<file path="config.mk">
export PLATFORM = sky130hd
export DESIGN_NAME = hazard_unit_mc
export DESIGN_NICKNAME = d
export VERILOG_FILES = /design/src/rtl/hazard_unit_mc.sv
export SDC_FILE = /design/constraint.sdc
export NUM_CORES = 1
export LEC_CHECK = 0
export ABC_AREA = 1
export BUFFER_PORTS_ARGS = -buffer_cell sky130_fd_sc_hd__buf_2
export CELL_PAD_IN_SITES_DETAIL_PLACEMENT = 0
export CELL_PAD_IN_SITES_GLOBAL_PLACEMENT = 1
export CORE_AREA = 3 3 86 88
export DETAILED_ROUTE_END_ITERATION = 8
export DIE_AREA = 0 0 89 91
export PLACE_DENSITY = 0.82
export REMOVE_ABC_BUFFERS = 1
export SKIP_LAST_GASP = 1
export SYNTH_ARGS = -nofsm -noshare
export SYNTH_HDL_FRONTEND = slang
export SYNTH_SLANG_ARGS = --single-unit
</file>
<file path="constraint.sdc">
create_clock -name vclk -period 0.9
set_clock_uncertainty 0.05 [all_clocks]
set_input_delay 0.045 -clock vclk [all_inputs]
set_output_delay 0.045 -clock vclk [all_outputs]
set_load 0.02 [all_outputs]
</file>
<file path="src/rtl/hazard_unit_mc.sv">
// rtl/hazard_unit_mc.sv - RV32 5-stage hazard/forwarding unit with multi-cycle load freeze.
// Optional HAZARD_PERF_EN adds saturating lwstall/flush/memwait event counters.
module hazard_unit_mc #(
    parameter int REG_AW  = 5,
    parameter int MEM_LAT = 0,
    parameter int LAT_W   = 4,
    parameter int CNT_W   = 32
) (
    input  logic              clk,
    input  logic              reset,
    input  logic [REG_AW-1:0] rs1_d,
    input  logic [REG_AW-1:0] rs2_d,
    input  logic              use_rs1_d,
    input  logic              use_rs2_d,
    input  logic [REG_AW-1:0] rs1_e,
    input  logic [REG_AW-1:0] rs2_e,
    input  logic [REG_AW-1:0] rd_e,
    input  logic [REG_AW-1:0] rd_m,
    input  logic [REG_AW-1:0] rd_w,
    input  logic              regwrite_e,
    input  logic              regwrite_m,
    input  logic              regwrite_w,
    input  logic [1:0]        resultsrc_e,
    input  logic [1:0]        resultsrc_m,
    input  logic              pcsrc_e,
    output logic [1:0]        forward1,
    output logic [1:0]        forward2,
    output logic              stallf,
    output logic              stalld,
    output logic              stalle,
    output logic              stallm,
    output logic              stallw,
    output logic              flushd,
    output logic              flushe,
    output logic [CNT_W-1:0]  perf_lwstall,
    output logic [CNT_W-1:0]  perf_flush,
    output logic [CNT_W-1:0]  perf_memwait
);

    typedef enum logic {
        ST_RUN,
        ST_MWAIT
    } state_t;

    state_t             state_q, state_d;
    logic [LAT_W-1:0]   lat_cnt_q, lat_cnt_d;
    logic               held_q, held_d;
    logic               freeze;
    logic               lwstall;
    logic               load_m;

    function automatic logic [1:0] fwd_sel(
        input logic [REG_AW-1:0] rs,
        input logic [REG_AW-1:0] rdm,
        input logic [REG_AW-1:0] rdw,
        input logic              rwm,
        input logic              rww,
        input logic [1:0]        srcm
    );
        if (rs == '0)                                 return 2'b00;
        else if (srcm == 2'b11 && rs == rdm)          return 2'b11;
        else if (rwm && srcm != 2'b01 && rs == rdm)   return 2'b10;
        else if (rww && rs == rdw)                    return 2'b01;
        else                                          return 2'b00;
    endfunction

    assign load_m  = regwrite_m && (resultsrc_m == 2'b01);
    assign lwstall = regwrite_e && (resultsrc_e == 2'b01) && (rd_e != '0)
                   && ((use_rs1_d && rd_e == rs1_d) || (use_rs2_d && rd_e == rs2_d));

    // held_q marks the release cycle of a single-cycle freeze: the same load is still in M.
    always_comb begin
        state_d   = state_q;
        lat_cnt_d = lat_cnt_q;
        held_d    = 1'b0;
        freeze    = 1'b0;
        if (MEM_LAT != 0) begin
            case (state_q)
                ST_RUN: begin
                    if (load_m && !held_q) begin
                        freeze = 1'b1;
                        if (MEM_LAT == 1) begin
                            held_d = 1'b1;
                        end else begin
                            state_d   = ST_MWAIT;
                            lat_cnt_d = LAT_W'(MEM_LAT - 1);
                        end
                    end
                end
                ST_MWAIT: begin
                    if (lat_cnt_q != '0) begin
                        freeze    = 1'b1;
                        lat_cnt_d = lat_cnt_q - LAT_W'(1);
                    end else begin
                        state_d = ST_RUN;
                    end
                end
                default: state_d = ST_RUN;
            endcase
        end
    end

    always_ff @(posedge clk or posedge reset) begin
        if (reset) begin
            state_q   <= ST_RUN;
            lat_cnt_q <= '0;
            held_q    <= 1'b0;
        end else begin
            state_q   <= state_d;
            lat_cnt_q <= lat_cnt_d;
            held_q    <= held_d;
        end
    end

    // A branch arriving while frozen stays in E, so pcsrc_e simply flushes on release.
    always_comb begin
        forward1 = 2'b00;
        forward2 = 2'b00;
        stallf   = 1'b0;
        stalld   = 1'b0;
        stalle   = 1'b0;
        stallm   = 1'b0;
        stallw   = 1'b0;
        flushd   = 1'b1;
        flushe   = 1'b1;
        if (!reset) begin
            forward1 = fwd_sel(rs1_e, rd_m, rd_w, regwrite_m, regwrite_w, resultsrc_m);
            forward2 = fwd_sel(rs2_e, rd_m, rd_w, regwrite_m, regwrite_w, resultsrc_m);
            if (freeze) begin
                stallf = 1'b1;
                stalld = 1'b1;
                stalle = 1'b1;
                stallm = 1'b1;
                stallw = 1'b1;
                flushd = 1'b0;
                flushe = 1'b0;
            end else begin
                stallf = lwstall && !pcsrc_e;
                stalld = lwstall && !pcsrc_e;
                flushd = pcsrc_e;
                flushe = pcsrc_e || lwstall;
            end
        end
    end

`ifdef HAZARD_PERF_EN
    localparam logic [CNT_W-1:0] CNT_MAX = '1;

    logic [CNT_W-1:0] perf_lw_q, perf_fl_q, perf_mw_q;

    always_ff @(posedge clk or posedge reset) begin
        if (reset) begin
            perf_lw_q <= '0;
            perf_fl_q <= '0;
            perf_mw_q <= '0;
        end else begin
            if (lwstall && !freeze && perf_lw_q != CNT_MAX)
                perf_lw_q <= perf_lw_q + CNT_W'(1);
            if (pcsrc_e && !freeze && perf_fl_q != CNT_MAX)
                perf_fl_q <= perf_fl_q + CNT_W'(1);
            if (freeze && perf_mw_q != CNT_MAX)
                perf_mw_q <= perf_mw_q + CNT_W'(1);
        end
    end

    assign perf_lwstall = perf_lw_q;
    assign perf_flush   = perf_fl_q;
    assign perf_memwait = perf_mw_q;
`else
    assign perf_lwstall = '0;
    assign perf_flush   = '0;
    assign perf_memwait = '0;
`endif

endmodule
</file>
==> impl_metrics.sql <==
INSERT INTO impl_metrics (metric_group, metric, value, unit) VALUES
('sta', 'rsz0062_at_grt', 'true', ''),
('layout', 'final_cell_area', '1827', 'um2'),
('placed_design', 'dpl_cell_area', '1415', 'um2'),
('job', 'maxCapViolCount', '0', ''),
('worst_setup_path', 'critPathLaunchType', 'input pin', ''),
('detailed_routing', 'vias', '1285', ''),
('synthesis', 'yosys-top-cells-area', 'buf_4 (54%), nand2_1 (15%), inv_1 (7.6%)', ''),
('floorplan', 'core', '6719', 'um2'),
('synthesis', 'synth_fa_ha_area_share', '0', '%'),
('detailed_routing', 'drt.antenna.violating_nets', '0', ''),
('floorplan', 'io-pin-count', '154', ''),
('worst_setup_path', 'path_max_fanout', '3', ''),
('worst_setup_path', 'worstPathArrival', '0.91', 'ns'),
('worst_hold_path', 'worst_hold_path_type', 'in2out', ''),
('detailed_routing', 'avgRoutedWirePerCell', '9.168', 'um'),
('synthesis', 'post-synth-top-area-fraction', '54.30', '%'),
('placed_design', 'place_hpwl', '3036', 'um'),
('run_status', 'violations', 'negative setup slack', ''),
('layout', 'clockBufferCount', '0', ''),
('synthesis', 'synthSimpleGateAreaFrac', '25.61', '%'),
('worst_setup_path', 'cp.required', '0.81', 'ns'),
('synthesis', 'synth_top_cell_by_area', 'buf_4', ''),
('detailed_routing', 'post-route-drc-count', '0', ''),
('placed_design', 'number_of_i_o_port_buffers', '54', ''),
('synthesis', 'netlist_area', '1383', 'um2'),
('layout', 'stdcell_count', '380', ''),
('synthesis', 'yosys.area_share.xor_xnor', '3.801', '%'),
('layout', 'total_nets_final', '349', ''),
('floorplan', 'design.die.area', '8099', 'um2'),
('layout', 'area_growth_syn_to_layout', '32.13', '%'),
('synthesis', 'combinational_family_with_the_most_area_after_synthesis', 'buffers and inverters', ''),
('sta', 'setup-violations-final', '7', ''),
('global_route', 'grt_first_pass_wirelength', '4809', 'um'),
('detailed_routing', 'drt-total-wl', '3484', 'um'),
('placed_design', 'numPlacedInstances', '381', ''),
('synthesis', 'netlist_instances', '243', ''),
('synthesis', 'synth_compound_area_share', '7.602', '%'),
('pwr', 'worst_ir_drop_vdd', '0.1306', 'mV'),
('layout', 'antenna_cells', '0', ''),
('floorplan', 'placement_rows', '30', ''),
('sta', 'timing_max_transition_violations_final', '0', ''),
('run_status', 'run_status', 'finished, violations left', ''),
('worst_setup_path', 'cp_capture_type', 'output port', ''),
('global_route', 'track_usage', '7.055', '%'),
('synthesis', 'syn-mean-instance-area', '5.690', 'um2'),
('sta', 'fmax', '998.7', 'MHz'),
('pwr', 'pleak', '1.054', 'nW'),
('detailed_routing', 'vias_per_cell', '3.382', ''),
('synthesis', 'synthMuxAreaShare', '0', '%'),
('worst_setup_path', 'critical_path_class', 'in2out', ''),
('floorplan', 'die_width', '89', 'um'),
('detailed_routing', 'drt_first_iter_violations', '20', ''),
('floorplan', 'die_h', '91', 'um'),
('layout', 'post_route_cells_drive_above_1_share', '40.33', '%'),
('pwr', 'total_power', '0.9650', 'mW'),
('global_route', 'pin_count_of_the_biggest_net_entering_global_routing', '6', ''),
('layout', 'seqCellArea', '0', 'um2'),
('sta', 'fin_crit_sh', '111.3', '%'),
('placed_design', 'gpl.final_weighted_congestion', '0.8320', ''),
('pwr', 'power.density_cell_area', '528.3', 'nW/um2'),
('sta', 'final_critical_path_setup_slack', '-0.1013', 'ns'),
('global_route', 'antenna_violations_before_repair', '0', ''),
('detailed_routing', 'firstDrtPassIters', '3', ''),
('sta', 'hold_ws', '0.3417', 'ns'),
('sta', 'report.final.hold_viol_count', '0', ''),
('synthesis', 'synthesis.yosys.warnings', '0', ''),
('synthesis', 'ys_seq_area_share', '0', '%'),
('global_route', 'grt.overflow.total', '0', ''),
('global_route', 'first_global_vias', '1090', ''),
('clocking', 'cts_post_setup_buffers_inserted', '0', ''),
('layout', 'seq_cell_count', '0', ''),
('placed_design', 'pre_cts_ws', '-0.2424', 'ns'),
('synthesis', 'ys_types', '17', ''),
('floorplan', 'start_util', '20.58', '%'),
('sta', 'final.min_clock_period', '1.001', 'ns');
## layout make-up
cell class | instances | area [um2]
multi-input combinational | 210 | 1033
fill | 733 | 4892
tap | 80 | 100.1
timing repair buffer | 59 | 554.3
inverter | 31 | 138.9
## through the flow
stage	TNS, ns	util, %
global placement	-1.012	21.06
detailed placement	-1.068	21.06
global route	-1.067	27.19
finish	-0.4917	27.19
CTS	-0.6678	23.93
floorplan	-0.3949	-
## per-layer routing
layer	wire, um	vias to the layer above	GRT usage, %
li1	-	657	-
met1	1210	555	7.959
met2	1945	71	13.99
met3	303	2	1.089
met4	24	0	0.4963
met5	0	-	0
## kinds of logic after synthesis
kind of cell / after synthesis
buffers and inverters: 131
other: 1
AO/OA/AOI/OAI: 18
AND/OR/NAND/NOR: 87
XOR/XNOR: 6
## worst max-delay path: stages
cell     delay [ns]
buf_2          0.13
xnor2_2        0.19
nand4_1        0.18
a21oi_2        0.22
buf_6          0.14
## synthesized netlist by cell type (all sizes together)
cell	n
nor2	23
a21oi	4
o21ai	11
conb	1
xnor2	4
buf	100
xor2	2
nand2	54
nand4	8
inv	31
nand3	2
a21boi	1
o211ai	2
## placed cells by master (no fill, tap or decap), drive strengths merged
| master | synthesis | final |
|---|---|---|
| nand3 | 2 | 2 |
| xnor2 | 4 | 4 |
| inv | 31 | 31 |
| o211ai | 2 | 2 |
| nand4 | 8 | 8 |
| o21ai | 11 | 11 |
| buf | 100 | 59 |
| conb | 1 | 99 |
| nor2 | 23 | 23 |
| a21boi | 1 | 1 |
| a21oi | 4 | 4 |
| xor2 | 2 | 2 |
| nand2 | 54 | 54 |
## repair_timing
item / 4_1_cts / 5_1_grt
pin swaps: 39 / 34
hold endpoints to repair: 0 / 0
resized for setup: 73 / 68
endpoints found under the setup margin: 7 / 7
cloned: 0 / 0
hold buffers: 0 / 0
## where the power goes
part	total [mW]	switching [mW]	leakage, nW	internal [mW]
combinational	0.965	0.651	1.05	0.314
sequential	0	0	0	0
clock	0	0	0	0
## path summary, 6_finish.rpt
check             slack (ns)           to  depth (start not counted)      from
setup / recovery       -0.10  forward1[0]                          5  rs1_e[3]
hold / removal          0.34       flushe                          4   pcsrc_e
Note: power is estimated with default switching activity, not from simulation.
